**config.mk**
```make
export PLATFORM = sky130hd
export DESIGN_NAME = st_align_unit
export DESIGN_NICKNAME = d
export VERILOG_FILES = /design/src/rtl/lsu_pkg.sv /design/src/rtl/st_lane_gen.sv /design/src/rtl/st_align_unit.sv
export SDC_FILE = /design/constraint.sdc
export NUM_CORES = 1
export LEC_CHECK = 0
export ABC_AREA = 1
export CORE_ASPECT_RATIO = 1.25
export CORE_MARGIN = 2
export CORE_UTILIZATION = 50
export DETAILED_ROUTE_END_ITERATION = 8
export PLACE_DENSITY = 0.81
export SETUP_SLACK_MARGIN = 0.15
export SLEW_MARGIN = 10
export SYNTH_ARGS = -nofsm -noshare
export SYNTH_HDL_FRONTEND = slang
export SYNTH_SLANG_ARGS = --single-unit
```
**constraint.sdc**
```tcl
create_clock -name clk -period 6.1 [get_ports clk]
set_clock_uncertainty 0.1 [all_clocks]
set_input_delay 1.83 -clock clk [delete_from_list [all_inputs] [get_ports clk]]
set_output_delay 1.83 -clock clk [all_outputs]
set_load 0.02 [all_outputs]
```
**src/rtl/lsu_pkg.sv**
```systemverilog
// Shared LSU definitions: load/store func3 encodings, store FSM states, request record.
package lsu_pkg;
    // Store widths
    localparam logic [2:0] F3_SB  = 3'b000;
    localparam logic [2:0] F3_SH  = 3'b001;
    localparam logic [2:0] F3_SW  = 3'b010;
    // Load widths (used by the load filter)
    localparam logic [2:0] F3_LB  = 3'b000;
    localparam logic [2:0] F3_LH  = 3'b001;
    localparam logic [2:0] F3_LW  = 3'b010;
    localparam logic [2:0] F3_LBU = 3'b100;
    localparam logic [2:0] F3_LHU = 3'b101;

    typedef enum logic [1:0] {
        ST_IDLE  = 2'd0,
        ST_BEAT0 = 2'd1,
        ST_BEAT1 = 2'd2,
        ST_REJ   = 2'd3
    } st_state_e;

    typedef struct packed {
        logic [2:0]  func3;
        logic [31:0] addr;
        logic [31:0] data;
    } st_req_t;
endpackage

```
**src/rtl/st_lane_gen.sv**
```systemverilog
// Combinational store lane generator: byte-lane shift, strobes and split/illegal detection.
module st_lane_gen
    import lsu_pkg::*;
#(
    parameter int MISALIGN_EN = 1
) (
    input  logic [2:0]  func3,
    input  logic [1:0]  off,
    input  logic [31:0] st_data,
    input  logic        beat,      // 0: first beat, 1: spill beat into next word
    output logic [31:0] wdata,
    output logic [3:0]  wstrb,
    output logic        crossing,
    output logic        illegal
);
    logic       legal;
    logic [3:0] mask;
    logic [2:0] size;
    logic [2:0] rem;
    logic [7:0] strb_wide;

    // Decode width, then place data/strobes for the selected beat
    always_comb begin
        legal = 1'b1;
        mask  = 4'b0000;
        size  = 3'd0;
        case (func3)
            F3_SB:   begin mask = 4'b0001; size = 3'd1; end
            F3_SH:   begin mask = 4'b0011; size = 3'd2; end
            F3_SW:   begin mask = 4'b1111; size = 3'd4; end
            default: legal = 1'b0;
        endcase
        crossing  = legal && (({1'b0, off} + size) > 3'd4);
        illegal   = !legal || (crossing && (MISALIGN_EN == 0));
        rem       = 3'd4 - {1'b0, off};
        strb_wide = {4'b0000, mask} << off;
        if (!beat) begin
            wdata = st_data << {off, 3'b000};
            wstrb = strb_wide[3:0];
        end else begin
            // rem is 1..3 whenever a second beat exists
            wdata = st_data >> {rem, 3'b000};
            wstrb = mask >> rem;
        end
    end
endmodule

```
**src/rtl/st_align_unit.sv**
```systemverilog
// Store alignment unit: latches a store, issues one or two aligned write beats,
// then returns a registered done/error pulse.
module st_align_unit
    import lsu_pkg::*;
#(
    parameter int MISALIGN_EN = 1
) (
    input  logic        clk,
    input  logic        rst_n,
    input  logic        req_valid,
    output logic        req_ready,
    input  logic [2:0]  func3,
    input  logic [31:0] addr,
    input  logic [31:0] st_data,
    output logic        mem_valid,
    input  logic        mem_ready,
    output logic [31:0] mem_addr,
    output logic [31:0] mem_wdata,
    output logic [3:0]  mem_wstrb,
    output logic        st_done,
    output logic        st_err
);
    st_state_e   state_q, state_d;
    st_req_t     req_q, req_d;
    st_req_t     lane_req;
    logic        done_q, done_d;
    logic        in_idle, in_beat1, hs;
    logic [31:0] lane_wdata, word_addr;
    logic [3:0]  lane_wstrb;
    logic        lane_cross, lane_illegal;

    assign in_idle  = (state_q == ST_IDLE);
    assign in_beat1 = (state_q == ST_BEAT1);

    // In IDLE the lane generator classifies the incoming request; afterwards it
    // works from the latched copy. mem_* are forced to zero in IDLE, so request
    // inputs never reach the write port combinationally.
    always_comb begin
        lane_req = in_idle ? st_req_t'{func3: func3, addr: addr, data: st_data} : req_q;
    end

    st_lane_gen #(.MISALIGN_EN(MISALIGN_EN)) u_lane (
        .func3    (lane_req.func3),
        .off      (lane_req.addr[1:0]),
        .st_data  (lane_req.data),
        .beat     (in_beat1),
        .wdata    (lane_wdata),
        .wstrb    (lane_wstrb),
        .crossing (lane_cross),
        .illegal  (lane_illegal)
    );

    // Write-port drive; zero whenever no beat is in flight
    always_comb begin
        mem_valid = (state_q == ST_BEAT0) || in_beat1;
        word_addr = {req_q.addr[31:2], 2'b00};
        mem_addr  = 32'd0;
        mem_wdata = 32'd0;
        mem_wstrb = 4'd0;
        if (mem_valid) begin
            mem_addr  = in_beat1 ? word_addr + 32'd4 : word_addr;
            mem_wdata = lane_wdata;
            mem_wstrb = lane_wstrb;
        end
        hs        = mem_valid && mem_ready;
        req_ready = in_idle;
        st_done   = done_q || (state_q == ST_REJ);
        st_err    = (state_q == ST_REJ);
    end

    // Next-state, request capture and completion pulse
    always_comb begin
        state_d = state_q;
        req_d   = req_q;
        done_d  = 1'b0;
        case (state_q)
            ST_IDLE: if (req_valid) begin
                req_d   = lane_req;
                state_d = lane_illegal ? ST_REJ : ST_BEAT0;
            end
            ST_BEAT0: if (hs) begin
                state_d = lane_cross ? ST_BEAT1 : ST_IDLE;
                done_d  = !lane_cross;
            end
            ST_BEAT1: if (hs) begin
                state_d = ST_IDLE;
                done_d  = 1'b1;
            end
            default: state_d = ST_IDLE;
        endcase
    end

    // State registers with async active-low reset
    always_ff @(posedge clk or negedge rst_n) begin
        if (!rst_n) begin
            state_q <= ST_IDLE;
            req_q   <= '0;
            done_q  <= 1'b0;
        end else begin
            state_q <= state_d;
            req_q   <= req_d;
            done_q  <= done_d;
        end
    end
endmodule
```
### Word level (Yosys, flattened, before mapping)

Index checks and enable logic that the tools add are counted.
Widths: inputs -> output; s select.

* bits in registers: 70
* bits of input ports: 71
* output and inout port bits: 72
* word-level logic and storage cells: 50

* add/sub/neg operators: 3
* order comparisons: 1
* eq/ne operators: 8
* shift-type cells: 4
* mux-type cells: 19
* reduce and logical (&&, ||, !) cells: 10

Operator list (count)
* $mux 32: 4
* $mux 67: 1
* $add 32x3->32 const B: 1
* $shl 32x5->32: 1
* $shr 32x6->32: 1
* $pmux 4 s3: 1
* $mux 2: 5
* $pmux 3 s3: 1
* $mux 4: 2
* $pmux 2 s3: 1
* $eq 2x2->1 const B: 2
* $ne 2x2->1 const B: 2
* $shl 4x2->4: 1
* $shr 4x3->4: 1
* $add 2x3->3: 1
* $eq 3x1->1 const B: 1
* $eq 3x2->1 const B: 1
* $gt 3x3->1 const B: 1
* $logic_not 3->1: 1
* $mux 1: 3
* $reduce_and 3->1: 1
* $reduce_or 3->1: 1
* $sub 3x2->3 const A: 1
* $eq 2x1->1 const B: 1
* other kinds (7): 9

### Depth between registers and ports, before layout

Gate-level depths: netlist of run 1.

* depth after elaboration: 10
* mapped depth: 19
* depth with buffers taken out: 17

### By module

From an unflattened synthesis of run 1, not the netlist that was laid out.

* cells, all modules: 973
* area total of the unflattened synthesis: 5863.1 µm²

Modules (own cells, without submodules)
* st_align_unit: instances 1, cells each 673, area an instance 4484.3 µm²
* st_lane_gen: instances 1, cells each 300, area an instance 1378.8 µm²

### Worst setup path after synthesis of run 1

OpenSTA, ideal clock, no wires.

* path kind: input -> output
* start point: input port addr[0]
* end point: output port mem_wdata[24]
* arrival time: 3859 ps
* required time: 4170 ps
* path slack: 311 ps
* stages: 11
* path buffers: 2
* cells stage by stage: nand2_1 > nand2_2 > inv_2 > buf_4 > buf_2 > ha_1 > nor2_2 > inv_1 > nor2_1 > nand3_1 > a21oi_1

* longest elaborated chain between the ends: 5

Ends and longest elaborated chain
* start, declared: RTL line st_align_unit.sv:13 `input logic [31:0] addr,`
* $mux 67 *: RTL line st_align_unit.sv:39 `lane_req = in_idle ? st_req_t'{func3: func3, addr: addr, data: st_data} : req_q;`
* $sub 3x2->3: RTL line st_lane_gen.sv:35 `rem = 3'd4 - {1'b0, off};`
* $shr 32x6->32: RTL line st_lane_gen.sv:42 `wdata = st_data >> {rem, 3'b000};`
* $mux 32 *: RTL line st_lane_gen.sv:37 `if (!beat) begin`
* $mux 32 *: RTL line st_align_unit.sv:60 `if (mem_valid) begin`
* end, declared: RTL line st_align_unit.sv:18 `output logic [31:0] mem_wdata,`

Mark *: on every way between the ends. The rest lies on a longest branch, timed or not.

### Worst setup path in the final report of run 1

* start point: input port addr[0]
* end point: output port mem_wdata[21]

The elaborated chain is that of the path after synthesis.

==> reports/results.md, run 1 <==
Status
- finished, final reports clean — outcome

Drt
- 7 — detailed-router iteration count before antenna repair
- 14.8 um — average routed wire per standard cell
- 521 — DRT iter0 DRCs
- 0 — remaining number of nets flagged by the antenna check after routing
- 5.46 — average vias per placed instance
- 18.0 mm — Routed Wire Length
- 0 — number of design rule violations left after detail routing
- 6,649 — total via count after detailed routing

Global route
- 33.6% — met1 usage in global routing
- 49.4% — global routing usage on met2
- 71 — maximum number of pins on one net before global-route repair
- met2 — most used routing layer in global routing
- 0 — overflow left after global routing
- 29.0 mm — wire length of the first global-routing pass
- 4.75% — global-route track usage on met3
- 0 — antenna violations before repair
- 28.5% — global routing usage summed across all routing layers
- 6,198 — vias in the first global route

Timing
- 5840 ps — Final Critical Period
- 0 — count of endpoints failing setup in the final report
- 171 MHz — Max Freq
- 0 ps — total negative setup slack
- 95.8% — crit share post-route
- 385 ps — final hold slack
- 0 — max-slew violation count
- 38.0% — slew margin rel.
- 0 — hold violation count in the final report
- 930 ps — transition time of the tightest slew-check pin
- yes — RSZ-0062 raised after global routing

Yosys
- 0 — count of flip-flops with a built-in enable after synthesis
- 29.8% — proportion of netlist area held by the largest area contributor
- nand2_1 — cell with the most instances after synthesis
- 0 — number of warnings printed during yosys synthesis
- 5880 um2 — Netlist Area Pre-Place
- 100% — share of flip-flops with an asynchronous set or reset
- 29.8% — fraction of the yosys area taken by sequential cells
- dfrtp_1 — Yosys top cell by area
- 291 x nand2_1, 118 x o21ai_0, 96 x inv_1, 75 x nand3_1, 70 x dfrtp_1 — most common library cells after synthesis
- 38 — number of distinct library cells after synthesis
- dfrtp_1 — Top FF cell, synth
- 6.20 um2 — mean instance size in the synthesized netlist
- 949 — Mapped Cells
- 70 — flip-flop and latch count after synthesis
- dfrtp_1 30%, nand2_1 19%, o21ai_0 10%, nand3_1 6.4%, inv_1 6.1% — Synth area leaders

Pwr
- 3.68 nW — static power due to leakage
- 635 nW/um2 — PD cells
- 0.392 mV — Peak supply drop

Clocking
- 0 — Setup Fix Bufs, Post-CTS
- built — TritonCTS clock tree
- clkbuf_16 — clock root buffer
- 70 — Num Clock Sinks
- 60 ps — clk slew on worst S/H paths
- 340 ps — Clock Latency Late Sink
- 2 — maximum buffer depth of the clock tree
- 3 — depth of the CTS H-tree
- 9 — clock buffer count from CTS

Worst setup path
- 5 — number of buffer and inverter stages on the critical path
- input pin to output pin — worst setup path class
- clkdlybuf4s50_1 -> nand2_1 -> nand2_2 -> inv_2 -> ha_1 -> nor2_2 -> inv_1 -> buf_12 -> o21ai_0 -> nand2_1 -> nor2_1 -> dlygate4sd2_1 — series of cell instances along the critical path
- output pin — CP Capture Type
- 4170 ps — endpoint required time on the critical path
- buffers and inverters — CP top delay family
- 12 — number of logic stages on the critical path including buffering
- clkdlybuf4s50_1 — Worst path slowest cell
- 3910 ps — data arrival time of the critical path
- 480 ps — longest individual stage delay on the worst path
- 10 — CP max FO
- 16 — number of cell instances on the worst register-to-register path
- nand2_1 — critical path's most frequent cell
- 2920 ps — r2r setup slk
- input pin — type of element launching the critical path

Floorplan
- 11,600 um2 — area of the core
- 101 um — overall die width
- 125 um — die height
- 12,700 um2 — Die ar.
- 143 — Boundary Pins
- 50.9% — starting utilization of the core area
- 44 — Row Count

Place
- 140 — count of port buffers added during placement
- 12.9 mm — detailed placer's ending HPWL
- 7390 um2 — cell area reported after detailed placement
- 0.949 — placer's final routability congestion estimate

Flow run
- 0 — reported max-cap violation count

Layout
- 0 — number of diodes added for antenna fixing
- 1,089 — filler cell count in the final layout
- 7620 um2 — post-route standard cell area excluding fillers
- 3420 um2 — multi-input gate area in the final layout
- 10.3% — proportion of layout cells with a drive suffix above 1
- 1,154 — number of nets in the finished design
- 65.9% — Util after Layout
- 29.6% — P&R area growth vs syn
- 1750 um2 — FF/Latch Area

Min path
- flop to flop — worst min-delay path class
- 2 — WHS Path Cells

## placed cells by master, fill, tap and decap left out, drive strengths merged
cell | Yosys | routed
bufinv | 0 | 3
ha | 7 | 7
clkdlybuf4s50 | 0 | 103
nand3 | 78 | 78
nor3b | 1 | 1
clkbuf | 22 | 30
nand4 | 7 | 7
a21oi | 62 | 62
conb | 1 | 2
a31oi | 3 | 3
inv | 102 | 102
o21bai | 3 | 3
buf | 35 | 33
o22ai | 2 | 2
clkinv | 1 | 3
o211ai | 10 | 10
or2 | 13 | 13
o21ai | 143 | 143
nor3 | 15 | 15
dfrtp | 70 | 70
nor2 | 71 | 71
dlygate4sd2 | 0 | 14
xnor2 | 2 | 2
nand3b | 1 | 1
nand2 | 299 | 299
fa | 1 | 1
clkdlybuf4s15 | 0 | 1
## per-layer routing
metal  vias up  share of wire (%)
met1      2966                 39
met2       327                 50
met5         -                  0
met3        40                7.7
li1       3316                  -
met4         0                3.9
## sequential cells by signal (all words and copies together) (netlist names)
name and cells:
state_q 2, done_q 1, req_q 67
## layout make-up
class | instances | share of cell area (%)
multi-input cells | 720 | 44.8
flip-flops and latches | 70 | 23.0
clock buffers | 10 | 3.14
well taps | 138 | 2.27
clock inverters | 5 | 1.41
repair buffers | 171 | 20.3
inverters | 103 | 5.07
## worst min-delay path, delay by kind of cell (launching register included)
family | cells | cell delay (ps)
flip-flops | 1 | 350
AND/OR/NAND/NOR | 1 | 50
AO/OA/AOI/OAI | 1 | 50
## repair_timing
action,in CTS,in global routing
setup endpoints to repair,36,23
hold buffers,0,0
resized for setup,38,46
## cells by family (layout without fill, tap and decap cells)
group	after synthesis	count (layout)	synth area share, %
AO/OA/AOI/OAI	223	223	20.4
XOR/XNOR	2	2	0.298
adder cells (fa/ha/maj)	8	8	1.83
buffers and inverters	160	289	12.3
flip-flops	70	70	29.8
other	1	2	0.0638
AND/OR/NAND/NOR	485	485	35.3
## through the flow
| step | instances | setup WS, ps | power [mW] |
|---|---|---|---|
| 2_1_floorplan | 950 | 311 | 3.10 |
| 3_3_place_gp | 1202 | -121 | 4.26 |
| 3_5_place_dp | 1202 | -139 | 4.29 |
| 4_1_cts | 1217 | 140 | 4.83 |
| 5_1_grt | 1217 | 137 | 5.22 |
| 6_report | 1217 | 259 | 4.84 |
## where the power goes
part	switching [mW]	internal, mW
clock	0.213	0.410
combinational	2.14	1.21
sequential	0.183	0.683
## path summary, 6_finish.rpt
| path | from | end |
|---|---|---|
| max in group asynchronous | rst_n | req_q[37]$_DFFE_PN0P_ |
| worst min register to register | req_q[0]$_DFFE_PN0P_ | req_q[0]$_DFFE_PN0P_ |
| worst max register to register | state_q[1]$_DFFE_PN0P_ | done_q$_DFF_PN0_ |
| worst max-delay path | addr[0] | mem_wdata[21] |
| worst min-delay path | req_q[0]$_DFFE_PN0P_ | req_q[0]$_DFFE_PN0P_ |
| min in group asynchronous | rst_n | req_q[30]$_DFFE_PN0P_ |
(Power assumes the default switching activity.)
==> inputs of run 2 (changes only) <==
HOLD_SLACK_MARGIN = 0.06   (was unset)
==> results of run 2 <==
Same layout as run 1: the final DEF is identical, and so are final timing and power.
==> inputs of run 3 (changes only) <==
ABC_AREA = unset   (was 1)
CORE_UTILIZATION = 40   (was 50)
PLACE_DENSITY = 0.68   (was 0.81)
==> run 3 against run 2 <==
Compared with the run above:
- first-iteration DRC count is 10% lower
- hold slack better by 16 ps
- design area is 3.0% lower
- count of clock-buffer cells in the layout is 1 higher
- wire length is 5.0% lower
- clock power is 0.8% lower
- via count is 19% lower
- synthesized cell count is 37% lower
- maximum frequency is 0.62% lower
- setup slack worse by 36 ps
- global-route usage is 5.0 points lower
- synthesized area is 5.7% lower
==> reports/results.md, run 3 <==
Min path
- req_q[31]$_DFFE_PN0P_ — WHS Endpoint
- req_q[31]$_DFFE_PN0P_ — launch point of the worst hold path
- 1 — WHS Path Cells
- flop to flop — worst min-delay path class

Clocking
- 0 — Post-CTS Hold Fix Bufs
- built — TritonCTS clock tree
- 43 — number of gates resized after CTS
- 70 — Num Clock Sinks
- 330 ps — Clock Latency Late Sink
- 60 ps — clk slew on worst S/H paths
- 0 — Setup Fix Bufs, Post-CTS
- clkbuf_16 — clock root buffer
- 2 — maximum buffer depth of the clock tree
- 3 — depth of the CTS H-tree
- 9 — clock buffer count from CTS

Yosys
- 598 — Mapped Cells
- dfrtp_1 32%, mux2_2 20%, mux2i_1 4.5%, nor2_1 3.5%, a21oi_1 2.8% — Synth area leaders
- mux2_2 — cell with the most instances after synthesis
- dfrtp_1 — Yosys top cell by area
- dfrtp_1 — Top FF cell, synth
- 31.6% — fraction of the yosys area taken by sequential cells
- 70 — flip-flop and latch count after synthesis
- 0 — number of warnings printed during yosys synthesis
- 9.27 um2 — mean instance size in the synthesized netlist
- 31.6% — proportion of netlist area held by the largest area contributor
- 97 x mux2_2, 70 x dfrtp_1, 51 x nor2_1, 31 x a21oi_1, 26 x clkbuf_1 — most common library cells after synthesis
- 0 — count of flip-flops with a built-in enable after synthesis
- 100% — share of flip-flops with an asynchronous set or reset
- 61 — number of distinct library cells after synthesis
- 5550 um2 — Netlist Area Pre-Place

Timing
- 223 ps — final setup slack of the worst path
- 5880 ps — Final Critical Period
- yes — RSZ-0062 raised after global routing
- 401 ps — final hold slack
- 96.3% — crit share post-route
- 170 MHz — Max Freq
- 693 ps — transition time of the tightest slew-check pin
- 0 — max-slew violation count
- 0 — hold violation count in the final report
- 53.6% — slew margin rel.
- 0 — count of endpoints failing setup in the final report

Layout
- 811 — number of nets in the finished design
- 33.3% — P&R area growth vs syn
- 103 x clkdlybuf4s50_1, 97 x mux2_2, 70 x dfrtp_1 — most frequent cells in the layout
- 54.0% — Util after Layout
- 912 — Non-Filler Instances
- 7390 um2 — post-route standard cell area excluding fillers
- 67 — flip-flop count of the largest register, all copies and words added
- 26.1% — proportion of layout cells with a drive suffix above 1
- req_q — Reg with most FFs
- req_q x67, state_q x2, done_q x1 — Largest regs
- 0 — number of diodes added for antenna fixing
- clkdlybuf4s50_1 — commonest non-fill, non-tap cell in the layout

Floorplan
- 48 — Row Count
- 13,700 um2 — area of the core
- 109 um — overall die width
- 143 — Boundary Pins
- 14,800 um2 — Die ar.
- 40.5% — starting utilization of the core area
- 136 um — die height

Worst setup path
- addr[1] — launch point of the critical path
- input pin to output pin — worst setup path class
- state_q[1]$_DFFE_PN0P_ — critical register-to-register path startpoint
- 2690 ps — r2r setup slk
- 420 ps — longest individual stage delay on the worst path
- done_q$_DFF_PN0_ — FF-to-FF End
- 4170 ps — endpoint required time on the critical path
- input pin — type of element launching the critical path
- output pin — CP Capture Type
- 9 — CP max FO
- 12 — number of cell instances on the worst register-to-register path
- clkdlybuf4s50_1 -> mux2_1 -> inv_2 -> ha_1 -> or2_4 -> o21ai_0 -> and3_1 -> dlygate4sd2_1 — series of cell instances along the critical path
- 3950 ps — data arrival time of the critical path
- clkdlybuf4s50_1 — Worst path slowest cell

Drt
- 17.1 mm — Routed Wire Length
- 469 — DRT iter0 DRCs
- 0 — remaining number of nets flagged by the antenna check after routing
- 0 — number of design rule violations left after detail routing
- 5,355 — total via count after detailed routing
- 5.87 — average vias per placed instance
- 5 — detailed-router iteration count before antenna repair
- 18.8 um — average routed wire per standard cell

Place
- 0.879 — placer's final routability congestion estimate
- -199 ps — Post-Place Worst Slack
- 12.3 mm — detailed placer's ending HPWL
- 140 — count of port buffers added during placement
- 896 — total instance count after detailed placement
- 7200 um2 — cell area reported after detailed placement

Flow run
- 0 — reported max-cap violation count

Status
- finished, final reports clean — outcome

Global route
- 5,343 — vias in the first global route
- 27.1 mm — wire length of the first global-routing pass
- 23.4% — global routing usage summed across all routing layers
- 0 — overflow left after global routing
- 51 — maximum number of pins on one net before global-route repair
- 0 — antenna violations before repair

Pwr
- 663 nW/um2 — PD cells
- 2.96 nW — static power due to leakage
- 0.278 mV — Peak supply drop

-- run 3: cell types whose count changed after synthesis, moves of 12 or more --
| cell | before | now |
|---|---|---|
| mux2_2 | 0 | 97 |
| mux2i_1 | 0 | 25 |
| nor2_1 | 65 | 51 |
| a21oi_1 | 62 | 31 |
| inv_1 | 96 | 15 |
| a211oi_1 | 0 | 20 |
| nand2_1 | 291 | 16 |
| o21ai_2 | 12 | 0 |
| nand3_1 | 75 | 25 |
| o21ai_0 | 118 | 16 |
| o31a_1 | 0 | 14 |
-- run 3: how the worst max path moves through the flow --
| stage | endpoint | slack [ps] |
|---|---|---|
| 2_1_floorplan | mem_wdata[24] | 190 |
| 3_5_place_dp | mem_wdata[22] | -200 |
| 3_3_place_gp | mem_wdata[23] | -160 |
| 5_1_grt | mem_wdata[26] | 130 |
| 4_1_cts | mem_wdata[30] | 150 |
| 6_report | mem_wdata[18] | 220 |
-- run 3: metal layers --
metal	track usage, %	up-vias	wire length [um]
li1	-	2507	-
met1	28.1	2579	6690
met2	39.7	231	8500
met3	5.44	38	1250
met4	10.4	0	684
met5	0	-	0
-- run 3: through the flow --
| stage | setup TNS (ps) | power [mW] |
|---|---|---|
| after floorplan | 0 | 3.10 |
| after global placement | -2860 | 4.30 |
| after detailed placement | -3490 | 4.38 |
| after global routing | 0 | 5.20 |
| final | 0 | 4.90 |
| after CTS | 0 | 4.92 |
-- run 3: kinds of logic after synthesis --
logic type / count (synthesis) / share of synthesized area [%]
xor gates and xnor gates: 10 / 1.58
AOI/OAI and AO/OA: 152 / 18.6
DFF: 70 / 31.6
muxes: 127 / 25.3
adders and majority gates: 8 / 1.94
and+or+nand+nor: 162 / 15.7
buffers and inverters: 68 / 5.23
other: 1 / 0.0676
-- run 3: report_power, final --
part           internal [mW]  switching (mW)
combinational           1.47            1.90
sequential             0.702           0.210
clock                  0.412           0.206
-- run 3: worst max-delay path: cells and delay by family --
family | cells | cell delay [ps]
buffers and inverters | 3 | 830
and+or+nand+nor | 2 | 510
muxes | 1 | 350
adders and majority gates | 1 | 270
AOI/OAI and AO/OA | 1 | 170
-- run 3: layout make-up --
class | count | area, um2
inverter | 18 | 67.6
timing repair buffer | 172 | 1480
clock inverter | 5 | 106
fill | 1277 | 6300
tap | 175 | 219
sequential | 70 | 1750
multi-input combinational | 461 | 3530
clock buffer | 11 | 243
